`src/rtl/phase_sequencer_pkg.sv`:
```
// phase_sequencer_pkg: shared FSM state codes and fixed widths for the phase sequencer
package phase_sequencer_pkg;
  localparam int NPHASE = 4;
  localparam int DUR_W = 5;
  localparam logic [1:0] IDLE = 2'd0;
  localparam logic [1:0] RUN = 2'd1;
  localparam logic [1:0] PAUSE = 2'd2;
endpackage

```
`src/rtl/phase_sequencer_if.sv`:
```
// phase_sequencer_if: control inputs (start/hold/abort/loop/dur0..3) and status outputs (busy/phase/phase_oh/done/paused)
interface phase_sequencer_if;
  import phase_sequencer_pkg::*;
  logic start, hold, abort, loop;
  logic [DUR_W-1:0] dur0, dur1, dur2, dur3;
  logic busy, done, paused;
  logic [1:0] phase;
  logic [NPHASE-1:0] phase_oh;
  modport master(output start, hold, abort, loop, dur0, dur1, dur2, dur3, input busy, phase, phase_oh, done, paused);
  modport slave(input start, hold, abort, loop, dur0, dur1, dur2, dur3, output busy, phase, phase_oh, done, paused);
endinterface

```
`src/rtl/phase_sequencer_timer.sv`:
```
// phase_timer: 5-bit saturating duration counter (clk, rst, clr, en, limit in; term = cnt >= limit out)
module phase_timer
  import phase_sequencer_pkg::*;
(
  input  logic             clk,
  input  logic             rst,
  input  logic             clr,
  input  logic             en,
  input  logic [DUR_W-1:0] limit,
  output logic             term
);
  logic [DUR_W-1:0] cnt;
  always_ff @(posedge clk)
    cnt <= (rst || clr) ? '0 : (en && cnt != '1) ? cnt + 1'b1 : cnt;
  assign term = cnt >= limit;
endmodule

```
`src/rtl/phase_sequencer.sv`:
```
// phase_sequencer: four-phase slot scheduler (clk, rst, sif.slave: start/hold/abort/loop/dur0..3 in; busy/phase/phase_oh/done/paused out)
module phase_sequencer
  import phase_sequencer_pkg::*;
(
  input  logic clk,
  input  logic rst,
  phase_sequencer_if.slave sif
);
  logic [1:0] state, nstate, ph, nph;
  logic [DUR_W-1:0] lim [NPHASE];
  logic clr, snap, fin, term, busy_w, en;
  assign busy_w = state != IDLE;
  assign en = busy_w && !sif.hold;
  phase_timer u_timer (
    .clk  (clk),
    .rst  (rst),
    .clr  (clr),
    .en   (en),
    .limit(lim[ph]),
    .term (term)
  );
  // The release cycle of PAUSE (hold low) counts as a run cycle, so h hold cycles cost exactly h cycles.
  always_comb begin
    nstate = state;
    nph = ph;
    clr = 1'b0;
    snap = 1'b0;
    fin = 1'b0;
    if (sif.abort) begin
      nstate = IDLE;
      nph = '0;
      clr = 1'b1;
    end else if (!busy_w) begin
      if (sif.start) begin
        nstate = RUN;
        nph = '0;
        clr = 1'b1;
        snap = 1'b1;
      end
    end else if (sif.hold) begin
      nstate = PAUSE;
    end else begin
      nstate = RUN;
      if (term) begin
        clr = 1'b1;
        nph = ph + 1'b1;
        snap = ph == 2'd3 && sif.loop;
        if (ph == 2'd3 && !sif.loop) begin
          nstate = IDLE;
          fin = 1'b1;
        end
      end
    end
  end
  always_ff @(posedge clk) begin
    if (rst) begin
      state <= IDLE;
      ph <= '0;
      sif.done <= 1'b0;
      lim <= '{default: '0};
    end else begin
      state <= nstate;
      ph <= nph;
      sif.done <= fin;
      if (snap) lim <= '{sif.dur0, sif.dur1, sif.dur2, sif.dur3};
    end
  end
  assign sif.busy = busy_w;
  assign sif.paused = state == PAUSE;
  assign sif.phase = ph;
  assign sif.phase_oh = busy_w ? NPHASE'(1) << ph : '0;
endmodule

```
`src/flat_wrapper.sv`:
```
// flat-port wrapper written by rule: the top's interface ports become plain ports
module phase_sequencer_flat import phase_sequencer_pkg::*;
  (clk, rst, sif_start, sif_hold, sif_abort, sif_loop, sif_dur0, sif_dur1, sif_dur2, sif_dur3, sif_busy, sif_phase, sif_phase_oh, sif_done, sif_paused);
  phase_sequencer_if sif_i ();
  input  logic clk;
  input  logic rst;
  input wire logic [$bits(sif_i.start)-1:0] sif_start;
  input wire logic [$bits(sif_i.hold)-1:0] sif_hold;
  input wire logic [$bits(sif_i.abort)-1:0] sif_abort;
  input wire logic [$bits(sif_i.loop)-1:0] sif_loop;
  input wire logic [$bits(sif_i.dur0)-1:0] sif_dur0;
  input wire logic [$bits(sif_i.dur1)-1:0] sif_dur1;
  input wire logic [$bits(sif_i.dur2)-1:0] sif_dur2;
  input wire logic [$bits(sif_i.dur3)-1:0] sif_dur3;
  output wire logic [$bits(sif_i.busy)-1:0] sif_busy;
  output wire logic [$bits(sif_i.phase)-1:0] sif_phase;
  output wire logic [$bits(sif_i.phase_oh)-1:0] sif_phase_oh;
  output wire logic [$bits(sif_i.done)-1:0] sif_done;
  output wire logic [$bits(sif_i.paused)-1:0] sif_paused;
  assign sif_i.start = sif_start;
  assign sif_i.hold = sif_hold;
  assign sif_i.abort = sif_abort;
  assign sif_i.loop = sif_loop;
  assign sif_i.dur0 = sif_dur0;
  assign sif_i.dur1 = sif_dur1;
  assign sif_i.dur2 = sif_dur2;
  assign sif_i.dur3 = sif_dur3;
  assign sif_busy = sif_i.busy;
  assign sif_phase = sif_i.phase;
  assign sif_phase_oh = sif_i.phase_oh;
  assign sif_done = sif_i.done;
  assign sif_paused = sif_i.paused;
  phase_sequencer u_core (.clk(clk), .rst(rst), .sif(sif_i));
endmodule
```
`config.mk`:
```
export PLATFORM = sky130hd
export DESIGN_NAME = phase_sequencer_flat
export DESIGN_NICKNAME = d
export VERILOG_FILES = /design/src/rtl/phase_sequencer_pkg.sv /design/src/rtl/phase_sequencer_if.sv /design/src/rtl/phase_sequencer_timer.sv /design/src/rtl/phase_sequencer.sv /design/src/flat_wrapper.sv
export SDC_FILE = /design/constraint.sdc
export NUM_CORES = 1
export LEC_CHECK = 0
export ABC_CLOCK_PERIOD_IN_PS = 5100
export CAP_MARGIN = 25
export CORE_MARGIN = 2
export CORE_UTILIZATION = 55
export DETAILED_ROUTE_END_ITERATION = 6
export PLACE_DENSITY = 0.83
export SYNTH_ARGS = -nofsm -noshare
export SYNTH_HDL_FRONTEND = slang
export SYNTH_HIERARCHICAL = 1
export SYNTH_SLANG_ARGS = --single-unit
```
`constraint.sdc`:
```
create_clock -name clk -period 5.1 [get_ports clk]
set_input_delay 0.51 -clock clk [delete_from_list [all_inputs] [get_ports clk]]
set_output_delay 0.51 -clock clk [all_outputs]
set_load 0.05 [all_outputs]
```
After elaboration in Yosys (flattened, before gate mapping)
Index checks and enable logic that the tools add are counted.
Widths: inputs -> output; s select.
Operators by class
  $add $sub $neg: 2
  $lt $le $gt $ge: 2
  equality and inequality tests: 5
  shift-type cells: 1
  muxes and demuxes: 23
  bitwise logic cells: 3
  reduce and logical (&&, ||, !) cells: 12
Operator list (count)
  $mux 2: 8
  $mux 1: 11
  $bmux 5 s2: 1
  $mux 5: 2
  $add 5x1->5 const B: 1
  $ge 5x5->1: 1
  $ne 5x5->1 const B: 1
  $reduce_or 5->1: 1
  $eq 2x2->1 const B: 2
  $logic_and 1x1->1: 4
  $mux 4: 1
  $reduce_bool 2->1: 2
  $shl 1x2->4 const A: 1
  $ge 3x3->1 const B: 1
  $not 2->3: 1
  $reduce_and 3->1: 1
  $add 2x1->2 const B: 1
  $logic_not 1->1: 2
  $ne 2x1->1 const B: 1
  $ne 2x2->1 const B: 1
  $not 1->1: 2
  $reduce_or 2->1: 1
  $logic_or 1x1->1: 1
Storage, ports and cells
  register bits after elaboration: 30
  bits of input ports: 26
  output and inout bits: 9
  word-level logic and storage cells: 56

Depth between registers and ports, before layout
Gate-level depths: netlist (run 1).
  depth after elaboration: 10
  depth in mapped cells: 10
  depth with buffers taken out: 9

Cells and area by module
The synthesis (run 1) kept the hierarchy.
Modules (own cells, without submodules)
  phase_sequencer: times used 1, cells each 129, area an instance 1356.3 sq um, sequential area each 500.5 sq um
  phase_timer: times used 1, cells each 41, area an instance 352.8 sq um, sequential area each 100.1 sq um

Least setup slack after synthesis (run 1)
No wires, ideal clock.
  kind: register to register
  start point: register u_core.ph[0] (netlist: u_core/sif.phase[0])
  end point: register u_core.u_timer.cnt[1]
  setup time: 0.070 ns
  arrival: 3.014 ns
  data required time: 5.030 ns
  setup slack: 2.016 ns
  stages on the path, launching flop included: 10
  buffers on the path: 1
  clock period less this slack: 3.084 ns
  cell sequence: dfxtp_1 buf_2 mux4_2 ha_1 nor3b_1 o21ai_0 a21o_1 a221o_1 or2_2 a21oi_1
On the way
  cells in the longest elaborated chain, start to end: 10
RTL lines
  from (decl): line phase_sequencer.sv:9  | logic [1:0] state, nstate, ph, nph;
  from (signal assigned): line phase_sequencer.sv:63  | ph <= nph;
  $not 2->3 (not written as such): line phase_sequencer.sv:19  | .limit(lim[ph]),
  $bmux 5 s2: line phase_sequencer.sv:19
  $mux 5 (not written as such) (2 in series): line phase_sequencer.sv:19
  $ge 5x5->1: line phase_sequencer_timer.sv:15  | assign term = cnt >= limit;
  net u_core.term: line phase_sequencer.sv:11  | logic clr, snap, fin, term, busy_w, en;
  $mux 1: line phase_sequencer.sv:44  | if (term) begin
  $mux 1: line phase_sequencer.sv:40  | end else if (sif.hold) begin
  $mux 1: line phase_sequencer.sv:33  | end else if (!busy_w) begin
  $mux 1: line phase_sequencer.sv:29  | if (sif.abort) begin
  net u_core.clr: line phase_sequencer.sv:11
  $logic_or 1x1->1: line phase_sequencer_timer.sv:14  | cnt <= (rst || clr) ? '0 : (en && cnt != '1) ? cnt + 1'b1 : cnt;
  to (signal assigned): line phase_sequencer_timer.sv:14
  to (decl): line phase_sequencer_timer.sv:12  | logic [DUR_W-1:0] cnt;
The timed path passes the listed nets, and every way through them passes these cells. The select of a mux whose other input is x is not followed.
A chain may end at the register's enable or synchronous reset.

Worst setup path in the final report (run 1)
  start point: register u_core.ph[0] (netlist: u_core/sif.phase[0])
  end point: register u_core/lim[16] (netlist bit)
On the way
  cells in the longest elaborated chain, start to end: 9
  elaborated cells on any way between the ends: 11
  classes of those cells: 1 x order compare; 1 x eq/ne; 7 x mux; 1 x bitwise; 1 x reduce/logical
RTL lines
  $not 2->3 (not written as such): line phase_sequencer.sv:19
  $bmux 5 s2: line phase_sequencer.sv:19
  $mux 5 (not written as such) (2 in series): line phase_sequencer.sv:19
  $ge 5x5->1: line phase_sequencer_timer.sv:15
  net u_core.term: line phase_sequencer.sv:11
  $mux 1: line phase_sequencer.sv:44
  $mux 1: line phase_sequencer.sv:40
  $mux 1: line phase_sequencer.sv:33
  $mux 1: line phase_sequencer.sv:29
  to (signal assigned): line phase_sequencer.sv:65  | if (snap) lim <= '{sif.dur0, sif.dur1, sif.dur2, sif.dur3};
  to (decl): line phase_sequencer.sv:10  | logic [DUR_W-1:0] lim [NPHASE];
The timed path passes the listed nets, and every way through them passes these cells. The select of a mux whose other input is x is not followed.

==> metrics, run 1 <==
top fanout value on the critical path=20; Initial DRT Pass Iterations=4; IR drop worst, VDD=165 uV; area delta synth->final=23.4%; global-route congestion overflow total=0; total negative slack for setup checks=0 ns; post-synth top area cell=sky130_fd_sc_hd__dfxtp_1; cts-stage hold buffer count=0; Max clock buf depth=2; leakage power summed over all cells=0.863 nW; final critical-path required period=3.19 ns; final cell count without fillers=238; Overall Global Routing Usage=20.9%; Inst Count DP=230; Detailed Route WL=3.26 mm; post-synth top area share=35.1%; pin count of the biggest net entering global routing=43; most numerous cell types in the synthesized netlist=40 x sky130_fd_sc_hd__nand2b_1, 30 x sky130_fd_sc_hd__dfxtp_1, 20 x sky130_fd_sc_hd__mux2i_1; Clk pin slew, worst setup/hold paths=0.10 ns; skew final=0.0124 ns; ratio of final minimum period to clock period=62.6%; Post-Synthesis Cell Area=0.00171 sq mm; final routed wire length divided by cell count=13.7 um; critical path type=flip-flop to flip-flop; H-tree levels=2; Fmax achieved=0.313 GHz; post-synthesis sequential element count=30; vias per cell=5.33; buffer cell driving the clock tree root=sky130_fd_sc_hd__clkbuf_4; layout cells sized above 1=9.27%; outcome=complete, no violations; count of inserted antenna diode cells=0; max-cap viol count=0; sort of element at the end of the critical path=flip-flop; placed instance area=0.00205 sq mm; CTS buffer count=5; post-synthesis instance total=170; WP data required=5.36 ns; # clock sinks=30; worst slew margin relative to its limit=36.5%; Place WS=1.91 ns; total chip power=0.473 mW; site row count=20; initial drt markers=74; number of vias in the routed layout=1269; core footprint=0.00300 sq mm; CTS-repair resized insts=0; ANT nets after route=0; horizontal die dimension=59.7 um; Finish-stage setup viols=0; worst hold-check path type=flip-flop to flip-flop; sequential share of the synthesized area=35.1%; Synth area leaders=sky130_fd_sc_hd__dfxtp_1 35%, sky130_fd_sc_hd__nand2b_1 15%, sky130_fd_sc_hd__mux2i_1 12%, sky130_fd_sc_hd__ha_1 8.1%, sky130_fd_sc_hd__mux4_2 6.6%; initial core utilization=56.9%; number of enable flip-flop cells after synthesis=0; final number of hold-violating endpoints=0; proportion of register bits with asynchronous set or reset after synthesis=0%; Yosys cell types=36; CTS tree=yes; count of boundary I/O pins=35; number of nets at the end of the flow=241; antenna violations before repair=0; mean cell area of the mapped netlist=10.1 sq um; Main synth FF type=sky130_fd_sc_hd__dfxtp_1; first-pass GRT wire length=5.60 mm; DRC=0; die area=0.00357 sq mm; total count of max-transition violations in the final report=0; vias in the first global route=1295; count of port buffers added during placement=34; fin worst setup slack=1.91 ns; power density over cell area=225 mW/mm^2; die span in y=59.7 um; setup repair after global routing missed its margin=false; Post-Syn Nets=207; Setup Fix Bufs, Post-CTS=0; slew at the pin closest to its max-slew limit=0.949 ns; Crit path arrival time=3.45 ns; library cell with the highest instance count after synthesis=sky130_fd_sc_hd__nand2b_1; Yosys Warn Count=6; startpoint types=flip-flop; final HPWL from detailed placement=2.38 mm; latest clock arrival within the worst-skew pair=0.34 ns; design area=0.00211 sq mm; weighted congestion at the end of routability-driven global placement=0.779
[layer usage]
metal	global-route usage, %	routed length, um
met1	25.6	1470
met2	34.2	1620
met3	6.93	137
met4	7.30	35
met5	0	0
[state kept, by name, indices dropped and copies added (netlist names)]
| name | cells |
|---|---|
| u_core/lim | 20 |
| u_core/sif.done | 1 |
| u_core/sif.phase | 2 |
| u_core/state | 2 |
| u_core/u_timer/cnt | 5 |
[cell families after synthesis]
| kind of cell | Yosys count | synth area share, % |
|---|---|---|
| AND/OR/NAND/NOR | 70 | 26.1 |
| flip-flops | 30 | 35.1 |
| multiplexers | 25 | 18.3 |
| AO/OA/AOI/OAI | 16 | 6.95 |
| buffers and inverters | 16 | 4.46 |
| adder cells (fa/ha/maj) | 11 | 8.05 |
| XOR/XNOR | 2 | 1.03 |
[final timing paths]
path                            cells after the start  slack, ns           startpoint        endpoint
worst max register to register                      7       1.91  u_core/sif.phase[0]  u_core/lim[16]
worst min-delay path                                2       0.48       u_core/lim[11]  u_core/lim[11]
worst min register to register                      2       0.48       u_core/lim[11]  u_core/lim[11]
worst max-delay path                                7       1.91  u_core/sif.phase[0]  u_core/lim[16]
[metrics by stage]
| step | hold slack, ns | util, % |
|---|---|---|
| detailed placement | 0.474 | 68.2 |
| floorplan | 0.449 | - |
| global route | 0.505 | 70.2 |
| finish | 0.483 | 70.2 |
| global placement | 0.461 | 68.2 |
| CTS | 0.490 | 70.2 |
[worst max-delay path, cell delays in order, from the launching register on]
cell and delay, ns:
sky130_fd_sc_hd__dfxtp_1 0.64, sky130_fd_sc_hd__mux4_2 0.58, sky130_fd_sc_hd__ha_1 0.30, sky130_fd_sc_hd__nor3b_1 0.18, sky130_fd_sc_hd__o21ai_0 0.11, sky130_fd_sc_hd__a21o_1 0.27
sky130_fd_sc_hd__a31oi_4 0.73, sky130_fd_sc_hd__mux2i_1 0.29
[power breakdown]
group	total (mW)	leakage [nW]	internal, mW	switching, mW
Combinational	0.0755	0.583	0.0429	0.0326
Sequential	0.249	0.244	0.243	0.00562
Clock	0.149	0.0353	0.0667	0.0826
Total	0.473	0.863	0.353	0.121
[cell type report]
class | count | area [sq um]
Clock buffer | 7 | 55.1
Inverter | 9 | 33.8
Fill cell | 248 | 895
Sequential cell | 30 | 601
Clock inverter | 1 | 5.00
Tap cell | 33 | 41.3
Multi-Input combinational cell | 124 | 1030
Timing Repair Buffer | 34 | 340
[layout by cell type, fill, tap and decap left out, types with 2 or more instances in the layout]
cell type	instances
sky130_fd_sc_hd__a21oi_1	7
sky130_fd_sc_hd__dfxtp_1	30
sky130_fd_sc_hd__clkbuf_4	5
sky130_fd_sc_hd__o311ai_1	2
sky130_fd_sc_hd__ha_1	11
sky130_fd_sc_hd__nor3b_1	2
sky130_fd_sc_hd__o21ai_0	2
sky130_fd_sc_hd__nor2_1	2
sky130_fd_sc_hd__nand2b_1	40
sky130_fd_sc_hd__mux4_2	5
sky130_fd_sc_hd__nand3b_1	2
sky130_fd_sc_hd__mux2i_1	20
sky130_fd_sc_hd__nand3_1	3
sky130_fd_sc_hd__nor2b_1	5
sky130_fd_sc_hd__clkdlybuf4s50_1	34
sky130_fd_sc_hd__nand2_1	5
sky130_fd_sc_hd__inv_1	9
No activity file was read; power rests on OpenSTA's default activity.
==> run 2: changes to the inputs <==
--- a/config.mk
+++ b/config.mk
@@ -5,12 +5,12 @@
 export SDC_FILE = /design/constraint.sdc
 export NUM_CORES = 1
 export LEC_CHECK = 0
-export ABC_CLOCK_PERIOD_IN_PS = 5100
+export ABC_CLOCK_PERIOD_IN_PS = 3000
 export CAP_MARGIN = 25
 export CORE_MARGIN = 2
-export CORE_UTILIZATION = 55
+export CORE_UTILIZATION = 51
 export DETAILED_ROUTE_END_ITERATION = 6
-export PLACE_DENSITY = 0.83
+export PLACE_DENSITY = 0.77
 export SYNTH_ARGS = -nofsm -noshare
 export SYNTH_HDL_FRONTEND = slang
 export SYNTH_HIERARCHICAL = 1
==> constraint.sdc (replaced) <==
create_clock -name clk -period 3 [get_ports clk]
set_input_delay 0.3 -clock clk [delete_from_list [all_inputs] [get_ports clk]]
set_output_delay 0.3 -clock clk [all_outputs]
set_load 0.05 [all_outputs]
==> run 2 against run 1 <==
Compared with the run above: flip-flop and latch count is the same; clock skew is 0.0053 ns lower; critical path depth increased by 1; worst setup slack worse by 1.7 ns; first-iteration DRC count down 6.8%; via count is 3.4% higher; count of clock-buffer cells in the layout is the same; clock power increased by 73%; largest power group unchanged.
==> metrics, run 2 (same netlist as run 1, synthesis figures left out) <==
global-route track usage on met2=34.7% (+0.58 points); Fmax achieved=0.363 GHz (+16%); final critical-path required period=2.75 ns (-0.438 ns); die span in y=61.9 um (+3.6%); Clk pin slew, worst setup/hold paths=0.10 ns (about the same); Worst Path Buf+Inv=0 (unchanged); initial core utilization=52.0% (-4.9 points); skew final=0.00709 ns (-0.00533 ns); layout cells sized above 1=10.6% (+1.4 points); most flop-heavy register=u_core/lim; CTS tree=yes; Crit path arrival time=3.03 ns (-0.42 ns); buffer cell driving the clock tree root=sky130_fd_sc_hd__clkbuf_4; final HPWL from detailed placement=2.59 mm (+8.7%); leakage power summed over all cells=0.873 nW (+1.1%); CTS buffer count=5 (unchanged); critical path type=flip-flop to flip-flop; antenna violations before repair=0 (unchanged); worst slew margin relative to its limit=63.1% (+27 points); site row count=21 (+5.0%); Worst path slowest cell=sky130_fd_sc_hd__mux4_2; Setup Fix Bufs, Post-CTS=0 (unchanged); Max clock buf depth=2 (unchanged); total chip power=0.811 mW (+71%); ratio of final minimum period to clock period=91.8% (+29 points); WP data required=3.27 ns (-2.09 ns); flip-flop and latch area=602 sq um (+0.21%); top fanout value on the critical path=10 (-50%); latest clock arrival within the worst-skew pair=0.34 ns (about the same); total count of max-transition violations in the final report=0 (unchanged); Finish-stage setup viols=0 (unchanged); vias per cell=5.19 (-2.7%); worst path cell trace=mux4_2 > ha_1 > nor3b_1 > o21ai_0 > a21o_1 > a221o_1 > or2_2 > a21oi_1; ANT nets after route=0 (unchanged); met3 demand-to-capacity share in global routing=7.66% (+0.73 points); setup repair after global routing missed its margin=false; Overall Global Routing Usage=21.0% (+0.11 points); Top Registers=u_core/lim (20), u_core/u_timer/cnt (5); Initial DRT Pass Iterations=5 (+1); Place WS=0.241 ns (-1.67 ns); fin worst setup slack=0.247 ns (-1.66 ns); maximum cell stage delay along the critical path=0.54 ns (-0.19 ns); count of inserted antenna diode cells=0 (unchanged); startpoint types=flip-flop; number of fill cells in the layout=282 (+14%); sort of element at the end of the critical path=flip-flop; initial drt markers=69 (-6.8%); weighted congestion at the end of routability-driven global placement=0.759 (-2.6%); horizontal die dimension=61.9 um (+3.6%); Crit path max-delay family=compound AO/OA/AOI/OAI gates; count of port buffers added during placement=34 (unchanged); slew at the pin closest to its max-slew limit=0.552 ns (-0.397 ns); final routed wire length divided by cell count=13.7 um (-0.15%); number of vias in the routed layout=1312 (+3.4%); total negative slack for setup checks=0 ns (unchanged); cts-stage hold buffer count=0 (unchanged); number of nets at the end of the flow=243 (+0.83%); count of boundary I/O pins=35 (unchanged); vias in the first global route=1318 (+1.8%); area of the multi-input gates=0.00103 sq mm (unchanged); max-cap viol count=0 (unchanged); Detailed Route WL=3.46 mm (+6.1%); power density over cell area=379 mW/mm^2 (+69%); first-pass GRT wire length=5.75 mm (+2.6%); die area=0.00383 sq mm (+7.3%); utilization after layout=65.2% (-5.0 points); outcome=complete, no violations; # clock sinks=30 (unchanged); core footprint=0.00328 sq mm (+9.4%); DRC=0 (unchanged); H-tree levels=2 (unchanged); most frequent standard cell in the layout excluding fill and tap cells=sky130_fd_sc_hd__nand2b_1; area delta synth->final=25.3%; pin count of the biggest net entering global routing=23 (-47%); final number of hold-violating endpoints=0 (unchanged); grt met1 use=24.3% (-1.3 points); Largest register FFs=20 (unchanged); layer carrying the most global-route usage=met2; most frequent cells in the layout=40 x sky130_fd_sc_hd__nand2b_1, 34 x sky130_fd_sc_hd__clkdlybuf4s50_1, 29 x sky130_fd_sc_hd__dfxtp_1; IR drop worst, VDD=235 uV (+42%); worst hold-check path type=flip-flop to flip-flop; CTS-repair resized insts=0 (unchanged); global-route congestion overflow total=0 (unchanged)
-- run 2: worst reg2reg max path: stages, from the launching register on --
cell and delay [ns]:
sky130_fd_sc_hd__dfxtp_2 0.50, sky130_fd_sc_hd__mux4_2 0.54, sky130_fd_sc_hd__ha_1 0.30, sky130_fd_sc_hd__nor3b_1 0.18
sky130_fd_sc_hd__o21ai_0 0.11, sky130_fd_sc_hd__a21o_1 0.26, sky130_fd_sc_hd__a221o_1 0.33, sky130_fd_sc_hd__or2_2 0.34
sky130_fd_sc_hd__a21oi_1 0.13
-- run 2: area by class of cell --
| type | count | share of cell area (%) |
|---|---|---|
| Tap cell | 46 | 2.69 |
| Clock inverter | 1 | 0.234 |
| Sequential cell | 30 | 28.1 |
| Inverter | 9 | 1.58 |
| Timing Repair Buffer | 36 | 16.6 |
| Clock buffer | 7 | 2.57 |
| Multi-Input combinational cell | 124 | 48.2 |
-- run 2: path summary, 6_finish.rpt --
path	startpoint	endpoint	slack, ns	depth (start not counted)
min	u_core/lim[10]	u_core/lim[10]	0.48	2
min reg2reg	u_core/lim[10]	u_core/lim[10]	0.48	2
max	u_core/sif.phase[0]	u_core/u_timer/cnt[3]	0.25	8
max reg2reg	u_core/sif.phase[0]	u_core/u_timer/cnt[3]	0.25	8
-- run 2: metal layers --
| metal | share of wire [%] | wire length (um) |
|---|---|---|
| met5 | 0 | 0 |
| met4 | 1.1 | 37 |
| met3 | 4.3 | 147 |
| met2 | 51 | 1760 |
| met1 | 44 | 1520 |
-- run 2: power breakdown --
part,internal [mW],total (mW),switching (mW)
logic,0.0736,0.130,0.0561
registers,0.413,0.423,0.0101
clock network,0.113,0.258,0.144
-- run 2: metrics by stage --
| step | cells | instance area [sq um] | hold WS, ns |
|---|---|---|---|
| floorplan | 170 | 1710 | 0.378 |
| global placement | 245 | 2080 | 0.464 |
| detailed placement | 245 | 2080 | 0.467 |
| CTS | 253 | 2140 | 0.483 |
| global route | 253 | 2140 | 0.513 |
| finish | 253 | 2140 | 0.480 |
==> run 3: changes to the inputs <==
--- a/config.mk
+++ b/config.mk
@@ -11,6 +11,7 @@
 export CORE_UTILIZATION = 51
 export DETAILED_ROUTE_END_ITERATION = 6
 export PLACE_DENSITY = 0.77
+export SLEW_MARGIN = 10
 export SYNTH_ARGS = -nofsm -noshare
 export SYNTH_HDL_FRONTEND = slang
 export SYNTH_HIERARCHICAL = 1
==> results of run 3 <==
Same layout as run 2: the final DEF is identical, and so are final timing and power.
==> edit 1 (settings of run 1) <==
The package constant `DUR_W` goes from 5 to 10.
--- a/src/rtl/phase_sequencer_pkg.sv
+++ b/src/rtl/phase_sequencer_pkg.sv
@@ -2,5 +2,5 @@
 package phase_sequencer_pkg;
   localparam int NPHASE = 4;
-  localparam int DUR_W = 5;
+  localparam int DUR_W = 10;
   localparam logic [1:0] IDLE = 2'd0;
   localparam logic [1:0] RUN = 2'd1;
Interface: changed (resized sif_dur0, sif_dur1, sif_dur2 and sif_dur3); port bits go from 35 to 55. The function was not compared with the original's and may differ.
==> edit 1 against run 1 <==
  * Area after synthesis is 85% higher
  * Setup slack got worse by 0.67 ns
  * Routed wire length up 85%
  * First-iteration DRC count grew 77%
  * Clock power increased by 100%
  * Sequential cell count increased by 25
  * Global-route usage grew 0.16 points
  * Final area is 78% higher
  * Power is 86% higher
  * Core utilization decreased by 2.4 points
  * Critical endpoint is now u_core/lim[17]
==> edit 1: results (changes against run 1) <==
Status - complete, no violations
Clock Latency Late Sink - 0.31 ns (-0.03 ns)
Synthesized netlist cell count - 313 (+84%)
First-iteration detailed-routing DRC count - 131 (+77%)
Library cells used by synthesis - 45 (+25%)
Relative slew slack - 36.17% (-0.34 points)
Syn_nets - 374 (+81%)
Largest registers - u_core/lim (40), u_core/u_timer/cnt (10)
Vias in the first global route - 2,322 (+79%)
Worst endpoint data arrival time - 4.11 ns (+0.66 ns)
Worst vdd ir - 0.1525 mV (-7.7%)
Flop-to-flop setup slack - 1.24 ns (-0.67 ns)
Fill cell count - 436 (+76%)
Root Buffer - clkbuf_8
GP Congestion - 0.8345 (+7.2%)
Via density - 5.434 (+1.9%)
Routed met2 length - 2923 um (+81%)
Clock Skew - 0.003595 ns (-0.008827 ns)
Top cells by area, synth - dfxtp_1, nand2b_1, mux2i_1
Metal3 WL - 270 um (+97%)
Gr usage total - 21.02% (+0.16 points)
Top post-synthesis cells by count - nand2b_1, dfxtp_1, mux2i_1
CP max FO - 40 (+100%)
FMAX - 258.9 MHz (-17%)
Layout cells sized above 1 - 8.683% (-0.58 points)
Largest net degree at the start of global routing - 85 (+98%)
Placed insts - 421 (+83%)
Leakage - 1.546 nW (+79%)
Final instance count without filler cells - 429 (+80%)
Crit path max-delay cell type - dfxtp_1
M1 WL - 2753 um (+88%)
Dpl hpwl - 4259 um (+79%)
Sequential element share of the synthesized area - 34.84% (-0.30 points)
CP max stage delay - 0.92 ns (+0.19 ns)
Internal power - 679.8 uW (+93%)
edit 1: kinds of logic (layout without fill, tap and decap cells):
group	count (synthesis)	after routing	share of synthesized area (%)
adders and majority gates	15	15	5.938
muxes	51	51	20.11
xor gates and xnor gates	5	5	1.386
DFF	55	55	34.84
buffers and inverters	35	79	6.770
and+or+nand+nor	128	128	24.94
AOI/OAI and AO/OA	24	24	6.017
edit 1: layer usage:
metal  vias up  GRT usage [%]
met5         -              0
met4         0          6.780
met3         6          3.846
met2        44          35.13
met1      1113          27.51
li1       1168              -
edit 1: area by class of cell:
class | count | share of cell area, %
tap | 72 | 2.397
timing repair buffer | 55 | 14.45
sequential | 55 | 29.29
inverter | 16 | 1.598
clock inverter | 2 | 0.9321
multi-input combinational | 223 | 49.13
clock buffer | 6 | 2.197
edit 1: final timing paths:
check | start | cells after the start | to
worst min-delay path | u_core/lim[20] | 2 | u_core/lim[20]
worst max register to register | u_core/sif.phase[0] | 11 | u_core/lim[17]
worst max-delay path | u_core/sif.phase[0] | 11 | u_core/lim[17]
worst min register to register | u_core/lim[20] | 2 | u_core/lim[20]
edit 1: through the flow:
step | setup slack (ns) | power, mW | hold WS (ns) | cell area [um^2]
global placement | 1.424 | 0.5876 | 0.4582 | 3641
finish | 1.238 | 0.8827 | 0.4798 | 3759
floorplan | 1.644 | 0.5473 | 0.4487 | 3161
detailed placement | 1.246 | 0.5909 | 0.4658 | 3641
CTS | 1.199 | 0.8917 | 0.4818 | 3759
global route | 0.9553 | 0.9226 | 0.5045 | 3759
edit 1: power groups by stage:
stage,sequential [mW],clock (mW),combinational [mW]
detailed placement,0.466,0,0.125
global placement,0.465,0,0.122
global route,0.458,0.327,0.138
floorplan,0.463,0,0.0847
CTS,0.456,0.310,0.126
finish,0.456,0.302,0.125
==> edit 2 (settings of run 1) <==
Without the edit above. Make the reset (`rst`) asynchronous in one clocked block.
--- a/src/rtl/phase_sequencer.sv
+++ b/src/rtl/phase_sequencer.sv
@@ -53,5 +53,5 @@
     end
   end
-  always_ff @(posedge clk) begin
+  always_ff @(posedge clk or posedge rst) begin
     if (rst) begin
       state <= IDLE;
Function: differs if rst is asserted again (counterexample within 4 cycles, from zero or initial values and one cycle with rst high); with rst held inactive, the same outputs for 10 cycles.
==> edit 2 against run 1 <==
  * Power up 14%
  * Highest routed layer unchanged
  * Routed wire length fell by 8.0%
  * Cell count fell by 17%
  * Sequential cell count unchanged
  * Area after synthesis shrank 7.5%
  * Final area decreased by 5.8%
  * Die area down 7.0%
  * Setup slack better by 0.0014 ns
  * First-iteration DRC count fell by 18%
==> edit 2: results (changes against run 1) <==
Status - complete, no violations
Library cells used by synthesis - 34 (-5.6%)
Fill cell count - 209 (-16%)
Clock net power - 126 uW (-15%)
Dpl ws - 1.782 ns (-0.1302 ns)
R2R depth - 9 (+2)
Worst vdd ir - 0.2101 mV (+27%)
Reg2reg start - u_core/sif.phase[1]
Top cells by area, synth - dfrtp_1, mux2_2, ha_1
Flop-to-flop setup slack - 1.91 ns (about the same)
M1 GR Usage - 23.32% (-2.3 points)
Final net count - 203 (-16%)
Gr usage total - 20.08% (-0.79 points)
Crit path max-delay cell type - dfrtp_1
Clock Skew - 0.009711 ns (-0.002711 ns)
Main synth FF type - dfrtp_1
Via density - 5.629 (+5.6%)
CP max FO - 12 (-40%)
Ys async rst share - 83.33% (+83 points)
Metal3 WL - 195 um (+42%)
WHS Endpoint - u_core/u_timer/cnt[4]
Dpl hpwl - 2249 um (-5.5%)
First-iteration detailed-routing DRC count - 61 (-18%)
Met3 Resource Use GR - 7.143% (+0.22 points)
Crit Reg-Reg Endpoint - u_core/lim[15]
Total wire length - 2998 um (-8.0%)
Leakage - 0.8272 nW (-4.1%)
Sequential power - 291 uW (+17%)
Largest net degree at the start of global routing - 26 (-40%)
M1 WL - 1225 um (-17%)
Internal power - 398.0 uW (+13%)
Relative slew slack - 36.65% (+0.13 points)
edit 2: worst max path at each step:
stage	start	to	slack (ns)	depth (start not counted)
global route	u_core/sif.phase[1]	u_core/lim[5]	1.75	9
floorplan	u_core/sif.phase[0]	u_core/lim[0]	2.08	11
global placement	u_core/sif.phase[1]	u_core/lim[15]	1.87	8
finish	u_core/sif.phase[1]	u_core/lim[15]	1.91	9
CTS	u_core/sif.phase[1]	u_core/lim[11]	1.75	8
detailed placement	u_core/sif.phase[1]	u_core/lim[13]	1.78	8
edit 2: area by class of cell:
class                   instances  area share, %
multi-input cells              84          39.67
flip-flops and latches         30          36.52
repair buffers                 35          17.70
inverters                      10          1.889
clock buffers                   7          2.267
well taps                      31          1.952
edit 2: worst max-delay path: cells and delay by family, from the launching register on:
family	cells	cell delay [ns]
muxes	2	0.90
DFF	1	0.59
AOI/OAI and AO/OA	3	0.84
adders and majority gates	1	0.29
and+or+nand+nor	2	0.20
buffers and inverters	1	0.24
edit 2: logic make-up (layout without fill, tap and decap cells):
| group | Yosys count | in the layout | share of synthesized area, % |
|---|---|---|---|
| adder cells (fa/ha/maj) | 11 | 11 | 8.702 |
| flip-flops | 30 | 30 | 45.89 |
| XOR/XNOR | 2 | 2 | 1.108 |
| AO/OA/AOI/OAI | 17 | 17 | 7.437 |
| multiplexers | 25 | 25 | 21.36 |
| AND/OR/NAND/NOR | 29 | 29 | 11.23 |
| buffers and inverters | 14 | 52 | 4.272 |
edit 2: through the flow:
stage	instances	power (mW)	utilization, %	instance area [um^2]
finish	197	0.5393	72.68	1987
global route	197	0.5732	72.68	1987
CTS	196	0.5465	72.27	1976
detailed placement	189	0.4182	70.62	1931
global placement	189	0.4117	70.62	1931
floorplan	128	0.3761	-	1582
